[src/rtl/mux_n_stream.sv]
`default_nettype none
// ============================================================================
// Module   : mux_n_stream
// Purpose  : N-to-1 registered stream mux with valid/ready on every port;
//            channel chosen by external select (MODE 0) or round-robin (MODE 1).
// Revision : 1.0  initial release
// ============================================================================
module mux_n_stream #(
  parameter int N    = 4,
  parameter int W    = 1,
  parameter int MODE = 1,
  localparam int SW  = (N < 3) ? 1 : $clog2(N)
) (
  input  logic           clk,
  input  logic           rst_n,
  input  logic [N*W-1:0] in_data,
  input  logic [N-1:0]   in_valid,
  output logic [N-1:0]   in_ready,
  input  logic [SW-1:0]  sel,
  output logic [W-1:0]   out_data,
  output logic           out_valid,
  input  logic           out_ready,
  output logic [SW-1:0]  out_ch
);

  localparam logic [SW-1:0] c_last = SW'(N - 1);

  logic          w_load_en;
  logic          w_grant;
  logic [SW-1:0] w_g;
  logic [W-1:0]  w_data;
  logic [SW-1:0] r_ptr;

  // The output register can take a new word whenever it is empty or draining.
  assign w_load_en = !out_valid || out_ready;

  generate
    if (MODE == 0) begin : g_ext
      logic w_unused_ptr;
      assign w_unused_ptr = ^r_ptr;

      // Comparing against every legal index means an out-of-range sel never grants.
      always_comb begin
        w_grant = 1'b0;
        w_g     = '0;
        for (int k = 0; k < N; k++) begin
          if (sel == SW'(k) && in_valid[k]) begin
            w_grant = 1'b1;
            w_g     = SW'(k);
          end
        end
      end
    end else begin : g_rr
      logic           w_unused_sel;
      logic [2*N-1:0] w_dbl;
      logic [N-1:0]   w_rot;
      logic [SW-1:0]  w_off;
      logic [SW:0]    w_sum;

      assign w_unused_sel = ^sel;
      // Doubling the valid vector turns the modulo-N search into a plain window.
      assign w_dbl = {in_valid, in_valid};
      assign w_rot = w_dbl[r_ptr +: N];

      always_comb begin
        w_grant = 1'b0;
        w_off   = '0;
        for (int k = N - 1; k >= 0; k--) begin
          if (w_rot[k]) begin
            w_grant = 1'b1;
            w_off   = SW'(k);
          end
        end
        w_sum = {1'b0, r_ptr} + {1'b0, w_off};
        if (w_sum > {1'b0, c_last}) begin
          w_sum = w_sum - (SW+1)'(N);
        end
        w_g = w_sum[SW-1:0];
      end
    end
  endgenerate

  always_comb begin
    w_data   = '0;
    in_ready = '0;
    for (int k = 0; k < N; k++) begin
      if (w_g == SW'(k)) begin
        w_data      = in_data[k*W +: W];
        in_ready[k] = w_grant && w_load_en && rst_n;
      end
    end
  end

  always_ff @(posedge clk or negedge rst_n) begin
    if (!rst_n) begin
      out_valid <= 1'b0;
      out_data  <= '0;
      out_ch    <= '0;
      r_ptr     <= '0;
    end else if (w_load_en) begin
      if (w_grant) begin
        out_valid <= 1'b1;
        out_data  <= w_data;
        out_ch    <= w_g;
        if (MODE != 0) begin
          r_ptr <= (w_g == c_last) ? '0 : w_g + 1'b1;
        end
      end else begin
        out_valid <= 1'b0;
      end
    end
  end

endmodule
`default_nettype wire

[config.mk]
export PLATFORM = sky130hd
export DESIGN_NAME = mux_n_stream
export DESIGN_NICKNAME = d
export VERILOG_FILES = /design/src/rtl/mux_n_stream.sv
export SDC_FILE = /design/constraint.sdc
export NUM_CORES = 1
export LEC_CHECK = 0
export CAP_MARGIN = 20
export CORE_MARGIN = 2
export CORE_UTILIZATION = 35
export CTS_CLUSTER_DIAMETER = 120
export DETAILED_ROUTE_END_ITERATION = 10
export PLACE_DENSITY = 0.67
export SYNTH_ARGS = -nofsm -noshare
export SYNTH_HDL_FRONTEND = slang
export SYNTH_SLANG_ARGS = --single-unit
[constraint.sdc]
create_clock -name clk -period 5.5 [get_ports clk]
set_input_delay 1.375 -clock clk [delete_from_list [all_inputs] [get_ports clk]]
set_output_delay 1.375 -clock clk [all_outputs]
set_load 0.005 [all_outputs]
# ---- Yosys cells after proc, flatten, opt, wreduce, memory -nomap -nowiden
# Cells that the tools add are included.
dict set report word_totals {
  reg_bits 6
  output_inout_bits 8
  input_bits 13
  word_cells 37
}
dict set report classes {
  reduce_logical 6
  addsub 3
  eq_ne 3
  shifts 1
  magnitude_cmp 1
  n_mux 19
}
# op count
set ops {}
lappend ops {{$mux 1} 13}
lappend ops {{$mux 2} 6}
lappend ops {{$shiftx 8x3->4} 1}
lappend ops {{$eq 2x2->1 const B} 2}
lappend ops {{$add 2x2->3} 1}
lappend ops {{$gt 3x2->1 const B} 1}
lappend ops {{$add 2x1->2 const B} 1}
lappend ops {{$eq 2x1->1 const B} 1}
lappend ops {{$logic_and 1x1->1} 2}
lappend ops {{$logic_not 2->1} 1}
lappend ops {{$reduce_and 2->1} 1}
lappend ops {{$sub 2x1->2 const B} 1}
lappend ops {{$logic_not 1->1} 1}
lappend ops {{$logic_or 1x1->1} 1}

# ---- Depth between registers and ports, before layout
# Gate-level depths: netlist (run 1).
dict set report depth {
  depth_word 13
  mapped_depth 15
  depth_no_buf 14
}

# ---- Worst setup path after synthesis (run 1)
# No wires, ideal clock.
dict set report synth_timing {
  kind {in2out}
  from {in in_valid[2]}
  to {out in_ready[1]}
  slack_ns 1.240
  t_arrival_ns 2.885
  cell_stages 9
  n_path_buf 0
  required_ns 4.125
  path_cell_list {o311ai_0 -> o21ai_0 -> o221ai_1 -> ha_1 -> xor2_1 -> xnor2_2 -> inv_1 -> ha_1 -> and3_1}
}
dict set report synth_between {
  elab_chain_len 10
  word_cells_on_any_way 17
}
# item line
set synth_rtl {}
lappend synth_rtl {{start: declaration} 17} ;# input logic [N-1:0] in_valid,
lappend synth_rtl {{$shiftx 8x3->4 (*)} 63} ;# assign w_rot = w_dbl[r_ptr +: N];
lappend synth_rtl {{$mux 2 (3 in series)} 69} ;# if (w_rot[k]) begin
lappend synth_rtl {{$mux 2 (*)} 69}
lappend synth_rtl {{$add 2x2->3 (*)} 74} ;# w_sum = {1'b0, r_ptr} + {1'b0, w_off};
lappend synth_rtl {{$gt 3x2->1 / $sub 2x1->2 (equally long branches)} {75, 76}}
lappend synth_rtl {{$mux 2 (*)} 75} ;# if (w_sum > {1'b0, c_last}) begin
lappend synth_rtl {{named net g_rr.w_sum[1]} 58} ;# logic [SW:0] w_sum;
lappend synth_rtl {{$eq 2x1->1 (*)} 87} ;# if (w_g == SW'(k)) begin
lappend synth_rtl {{$mux 1 (*)} 87}
lappend synth_rtl {{end: declaration} 18} ;# output logic [N-1:0] in_ready,
# Mark *: on every way through the listed nets, which the timed path passes. The rest lies on a longest branch.

# ---- Worst setup path after layout (run 1)
dict set report layout_timing {
  from {in in_valid[1]}
  to {out in_ready[1]}
}
# Same word-level chain as after synthesis.

==> results of run 1 <==
## how the worst max path moves through the flow
stage                              to  slack (ns)
after floorplan           in_ready[1]        1.24
after global placement    in_ready[1]        0.09
after detailed placement  in_ready[2]        0.08
after CTS                 in_ready[2]        0.06
after global routing      in_ready[1]       -0.01
final                     in_ready[1]        0.21
## synthesized netlist by cell type, types with 2 or more instances
cell,n,share of area
nand3_1,2,0.019
inv_1,4,0.029
nand2b_1,3,0.036
nor2_1,10,0.072
ha_1,3,0.072
nor4b_1,2,0.034
dfrtp_1,6,0.29
and3_1,2,0.024
nor3_1,2,0.019
o21ai_0,3,0.029
nand2_1,5,0.036
a21oi_1,4,0.038
mux2i_1,2,0.038
## critical path: cells and delay by family
family	cells	cell delay, ns
AO/OA/AOI/OAI	3	0.39
XOR/XNOR	2	0.44
adder cells (fa/ha/maj)	2	0.43
buffers and inverters	3	1.13
AND/OR/NAND/NOR	1	0.14
## metal layers
layer / GRT usage / share of wire / up-vias
li1: - / - / 277
met1: 0.213 / 0.49 / 234
met2: 0.218 / 0.48 / 8
met3: 0.0388 / 0.023 / 2
met4: 0.0563 / 0.0066 / 0
met5: 0 / 0 / -
## cells in the final DEF (no fill, tap or decap)
| master | instances |
|---|---|
| o311ai_0 | 1 |
| mux2i_1 | 2 |
| a21oi_1 | 4 |
| a211oi_2 | 1 |
| nor4b_1 | 2 |
| a2111oi_2 | 1 |
| ha_1 | 2 |
| a22o_1 | 1 |
| nor3_1 | 2 |
| xnor2_2 | 1 |
| clkbuf_4 | 3 |
| ha_2 | 1 |
| a31oi_1 | 1 |
| and2b_2 | 1 |
| nand2b_1 | 3 |
| o221ai_1 | 1 |
| inv_2 | 1 |
| a41o_1 | 1 |
| and3_1 | 2 |
| nor2_1 | 10 |
| o21ai_0 | 2 |
| dfrtp_1 | 6 |
| buf_4 | 7 |
| a21boi_0 | 1 |
| inv_1 | 3 |
| nand2_1 | 5 |
| xor2_1 | 1 |
| nand3_1 | 2 |
| o21ai_1 | 1 |
| mux2_2 | 1 |
| clkdlybuf4s50_1 | 18 |
## flip-flops by register name, summed over array words and instances, names as in the netlist
name	count
out_ch	2
out_data	1
out_valid	1
r_ptr	2
## repair_timing
item                                    4_1_cts  5_1_grt
buffers inserted                              0        3
gates resized for setup                       0        3
endpoints found under the setup margin        0        3
hold buffers                                  0        0
## per-stage QoR
| stage | std cells | setup TNS, ns |
|---|---|---|
| after floorplan | 63 | 0 |
| after global placement | 97 | 0 |
| after detailed placement | 97 | 0 |
| after CTS | 100 | 0 |
| after global routing | 103 | -0.0140 |
| final | 103 | 0 |
## cells by family after synthesis
group / after synthesis / share of synthesized area
compound gates: 15 / 0.216
xor+xnor: 2 / 0.0480
fa+ha+maj: 3 / 0.0720
buf+inv: 7 / 0.0599
flops: 6 / 0.288
mux: 3 / 0.0600
simple gates: 27 / 0.257
## area by class of cell
| cell class | instances | area share |
|---|---|---|
| clock buffer | 3 | 0.0288 |
| timing repair buffer | 25 | 0.298 |
| inverter | 4 | 0.0192 |
| sequential | 6 | 0.192 |
| tap | 15 | 0.0240 |
| multi-input combinational | 50 | 0.438 |
## report_power, final
part / switching, mW / leakage (nW) / internal [mW]
Clock: 0.0156 / 0.0138 / 0.0247
Sequential: 0.0259 / 0.0655 / 0.0645
Combinational: 0.145 / 0.262 / 0.179
==> reports/results.txt, run 1 <==
pins over their slew limit: 0
Worst Max-Slew Pin Slew: 0.364 ns
period utilisation layout: 0.962
Overflow after GRT: 0
Die W: 42.6 um
Row Count: 13
Critical Path Max Stage Delay: 0.61 ns
global-route wire length before repair: 2080 um
maxcap violations: 0
Hold Path Stages: 1
initial antenna violation count: 0
Initial Utilization: 0.386
drt wl/cell: 11.8 um
Reg area: 150 sq um
synthesis warning total: 0
hold_sp: out_ch[0]
Worst-path clk slew: 0.04 ns
pre-CTS setup slack: 0.0775 ns
number of port buffers: 18
CP Capture Type: primary output
worst relative slew slack: 0.756
Total GRT Usage: 0.151
Leak: 0.341 nW
library cells used by synthesis: 28
CP max FO: 7
die area: 1820 sq um
clock latency on the worst-skew pair: 0.24 ns
Layout area overhead: 49.9%
Detail Route Antenna Nets: 0
Hold Path Class: flop to flop
utilization after layout: 0.579
total power: 455 uW
largest net degree at the start of global routing: 14
hpwl dp: 872 um
FFs w/ async S/R, synth: 1.00
Setup-failing EPs final: 0
share of layout cells above drive strength 1: 0.193
Reg2Reg Capture Point: out_data
vias in the first global route: 470
placer congestion estimate: 0.772
Hold WS: 0.518 ns
maximum VDD drop: 0.322 mV
fillers: 123
H-tree Lvls: 1
Clock Tree Buf Depth: 2
run status: finished, final reports clean
startpoint types: input pin
routed via count: 521
PnR worst setup slack: 0.211 ns
Pwr Density: 582 nW/um^2
Via density: 5.06
WP data required: 4.12 ns
Seq cells post-synth: 6
syn avg cell area: 8.28 sq um
drt total wl: 1210 um
Die Height: 42.6 um
# clock sinks: 6
Num CTS Buffers: 3
internal reg-to-reg setup slack: 2.86 ns
EDFF count, synth: 0
fin crit period: 5.29 ns
Setup CP Type: input pin to primary output
end of the worst hold path: out_ch[0]
Clock Skews: 0.00215 ns
design area: 782 sq um
clock tree from TritonCTS: built
Final Hold Vio Count: 0
Root Buffer: clkbuf_4
Iter 0 DRT Violations: 6
Max Freq: 189 MHz
Main synth FF type: dfrtp_1
drt first pass iters: 2
slowest CP cell: clkdlybuf4s50_1
Remaining DRCs: 0
worst path arrival time: 3.91 ns
critical path startpoint: in_valid[1]
Core Area: 1350 sq um
Mapped Nets: 79
Reg-to-Reg Start: r_ptr[0]
R2R depth: 13
Boundary Pins: 21
# diodes: 0
Multi-input gate area: 343 sq um
placed cell areas: 734 sq um
Post-Syn Area: 522 sq um
worst path cell trace: clkdlybuf4s50_1 -> o21ai_0 -> o21ai_1 -> o221ai_1 -> ha_1 -> xor2_1 -> xnor2_2 -> inv_2 -> ha_1 -> and3_1 -> clkdlybuf4s50_1
Synth Instances: 63
Nets: 106
sequential cell area fraction in the yosys report: 0.288
Power figures use the tool's default switching activity.
==> run 2: changes to the inputs <==
CORE_AREA = 2 2 39 41   (was default)
CORE_MARGIN = default   (was 2)
CORE_UTILIZATION = default   (was 35)
DIE_AREA = 0 0 41 43   (was default)
PLACE_DENSITY = 0.74   (was 0.67)
SKIP_CTS_REPAIR_TIMING = 1   (was default)
SLEW_MARGIN = 40   (was default)
==> run 2 against run 1 <==
Worst setup slack lost 0.015 ns. Via count grew 0.38%. Count of clock-buffer cells in the layout is the same. Critical path depth grew 2. Die area shrank 2.9%. Critical path type unchanged. Highest routed layer is now met3.
==> reports/results.txt, run 2 (synthesized netlist as in run 1, its figures left out) <==
H-tree Lvls: 1 (unchanged)
# clock sinks: 6 (unchanged)
drt wl/cell: 11.0 um (-6.4%)
clock tree from TritonCTS: built
Critical Path Max Stage Delay: 0.52 ns (-0.09 ns)
Setup CP Type: input pin to primary output
placer congestion estimate: 0.699 (-9.5%)
largest net degree at the start of global routing: 13 (-1)
Final Hold Vio Count: 0 (unchanged)
Total GRT Usage: 0.141 (-0.00988)
number of port buffers: 18 (unchanged)
Via density: 5.08 (+0.38%)
clock latency on the worst-skew pair: 0.25 ns (about the same)
unrepaired setup endpoints after global routing: false
internal reg-to-reg setup slack: 2.84 ns (-0.02 ns)
TNS Setup: 0 ns (unchanged)
Leak: 0.339 nW (-0.70%)
Max Freq: 189 MHz (-0.28%)
hpwl dp: 875 um (+0.38%)
Nets: 105 (-0.94%)
CP Capture Type: primary output
Worst Max-Slew Pin Slew: 0.434 ns (+0.0694 ns)
share of layout cells above drive strength 1: 0.161 (-0.0323)
fin crit period: 5.30 ns (+0.0146 ns)
Seq pwr share: 0.216 (+0.017)
Clock Tree Buf Depth: 2 (unchanged)
Core Area: 1380 sq um (+2.5%)
vias in the first global route: 434 (-7.7%)
CP max FO: 4 (-3)
placed cell areas: 743 sq um (+1.2%)
Boundary Pins: 21 (unchanged)
global-route wire length before repair: 1730 um (-17%)
worst path cell trace: clkdlybuf4s50_1 -> nor2_1 -> nand2_1 -> o21ai_0 -> o21ai_0 -> o221ai_1 -> ha_1 -> xor2_1 -> xnor2_2 -> inv_1 -> ha_1 -> and3_1 -> clkdlybuf4s50_1
biggest registers after layout: out_ch: 2 flops, r_ptr: 2 flops
Clk network pwr share: 0.097 (+0.009)
drt total wl: 1130 um (-6.4%)
design area: 773 sq um (-1.1%)
Row Count: 14 (+1)
Reg2Reg Capture Point: out_data
worst relative slew slack: 0.708 (-0.0481)
Hold Path Stages: 1 (unchanged)
drt first pass iters: 4 (+2)
end of the worst hold path: out_ch[0]
Die Height: 43 um (+0.92%)
run status: finished, final reports clean
worst path arrival time: 3.93 ns (+0.02 ns)
die area: 1760 sq um (-2.9%)
initial antenna violation count: 0 (unchanged)
most common cell after layout, fill and taps aside: clkdlybuf4s50_1
Die W: 41 um (-3.8%)
Hold Path Class: flop to flop
slowest CP cell: clkdlybuf4s50_1
maximum VDD drop: 0.333 mV (+3.6%)
Clock Skews: 0.00781 ns (+0.00567 ns)
Reg-to-Reg Start: r_ptr[0]
Num CTS Buffers: 3 (unchanged)
Pwr Density: 537 nW/um^2 (-7.7%)
Setup-failing EPs final: 0 (unchanged)
pins over their slew limit: 0 (unchanged)
Root Buffer: clkbuf_4
# diodes: 0 (unchanged)
Detail Route Antenna Nets: 0 (unchanged)
WP data required: 4.12 ns (about the same)
Layout area overhead: 48.2%
sw power: 173 uW (-7.3%)
commonest non-fill, non-tap cells in the layout: clkdlybuf4s50_1, nor2_1, dfrtp_1, buf_4, nand2_1
startpoint types: input pin
Net Sw Frac: 0.418 (+0.00678)
period utilisation layout: 0.964 (+0.00265)
R2R depth: 13 (unchanged)
Remaining DRCs: 0 (unchanged)
hold_sp: out_ch[0]
Iter 0 DRT Violations: 7 (+1)
maxcap violations: 0 (unchanged)
Overflow after GRT: 0 (unchanged)
Int Pwr: 242 uW (-9.8%)
Comb power frac: 0.687 (-0.026)
routed via count: 523 (+0.38%)
Initial Utilization: 0.377 (-0.00943)
Worst-path clk slew: 0.04 ns (about the same)
## run 2: changes by cell type in the layout (fill, tap and decap cells not counted)
cell     before  now
inv_2         1    0
o21ai_0       2    3
buf_4         7    6
o21ai_1       1    0
inv_1         3    4
ha_1          2    3
ha_2          1    0
## run 2: worst max-delay path by stage
stage	start	cells after the start	end	slack (ns)
after global placement	in_valid[0]	13	in_ready[1]	0.11
after floorplan	in_valid[2]	9	in_ready[1]	1.24
after CTS	in_valid[0]	13	in_ready[1]	0.09
after global routing	in_valid[0]	13	in_ready[1]	0.04
final	in_valid[0]	13	in_ready[1]	0.20
after detailed placement	in_valid[0]	13	in_ready[1]	0.11
## run 2: per-stage QoR
step                      cells  setup slack (ns)   util  power (mW)  hold slack (ns)
after floorplan              63              1.24      -       0.276            0.505
after global placement       99             0.108  0.537       0.358            0.490
after detailed placement     99             0.110  0.537       0.360            0.497
after CTS                   102            0.0854  0.553       0.402            0.506
after global routing        103            0.0437  0.559       0.447            0.519
final                       103             0.197  0.559       0.415            0.502
## run 2: final cells by class
| class | instances | area [sq um] |
|---|---|---|
| multi-input combinational | 50 | 340 |
| sequential | 6 | 150 |
| tap | 16 | 20.0 |
| inverter | 4 | 15.0 |
| fill | 129 | 611 |
| timing repair buffer | 24 | 225 |
| clock buffer | 3 | 22.5 |
## run 2: power by group through the flow
stage               registers, mW  logic (mW)  clock network [mW]
finish                     0.0896       0.285              0.0402
CTS                        0.0898       0.270              0.0420
floorplan                  0.0743       0.202                   0
detailed placement         0.0905       0.270                   0
global route               0.0927       0.310              0.0443
global placement           0.0895       0.268                   0
## run 2: worst max-delay path: cells and delay by family
family / cells / cell delay [ns]
AOI/OAI and AO/OA: 3 / 0.37
buffers and inverters: 3 / 1.14
xor gates and xnor gates: 2 / 0.34
adders and majority gates: 2 / 0.41
and+or+nand+nor: 3 / 0.28
## run 2: routing by layer
metal | up-vias | share of wire | global-route usage
li1 | 273 | - | -
met1 | 232 | 0.46 | 0.175
met2 | 18 | 0.45 | 0.203
met3 | 0 | 0.090 | 0.0785
met4 | 0 | 0 | 0.0400
met5 | - | 0 | 0
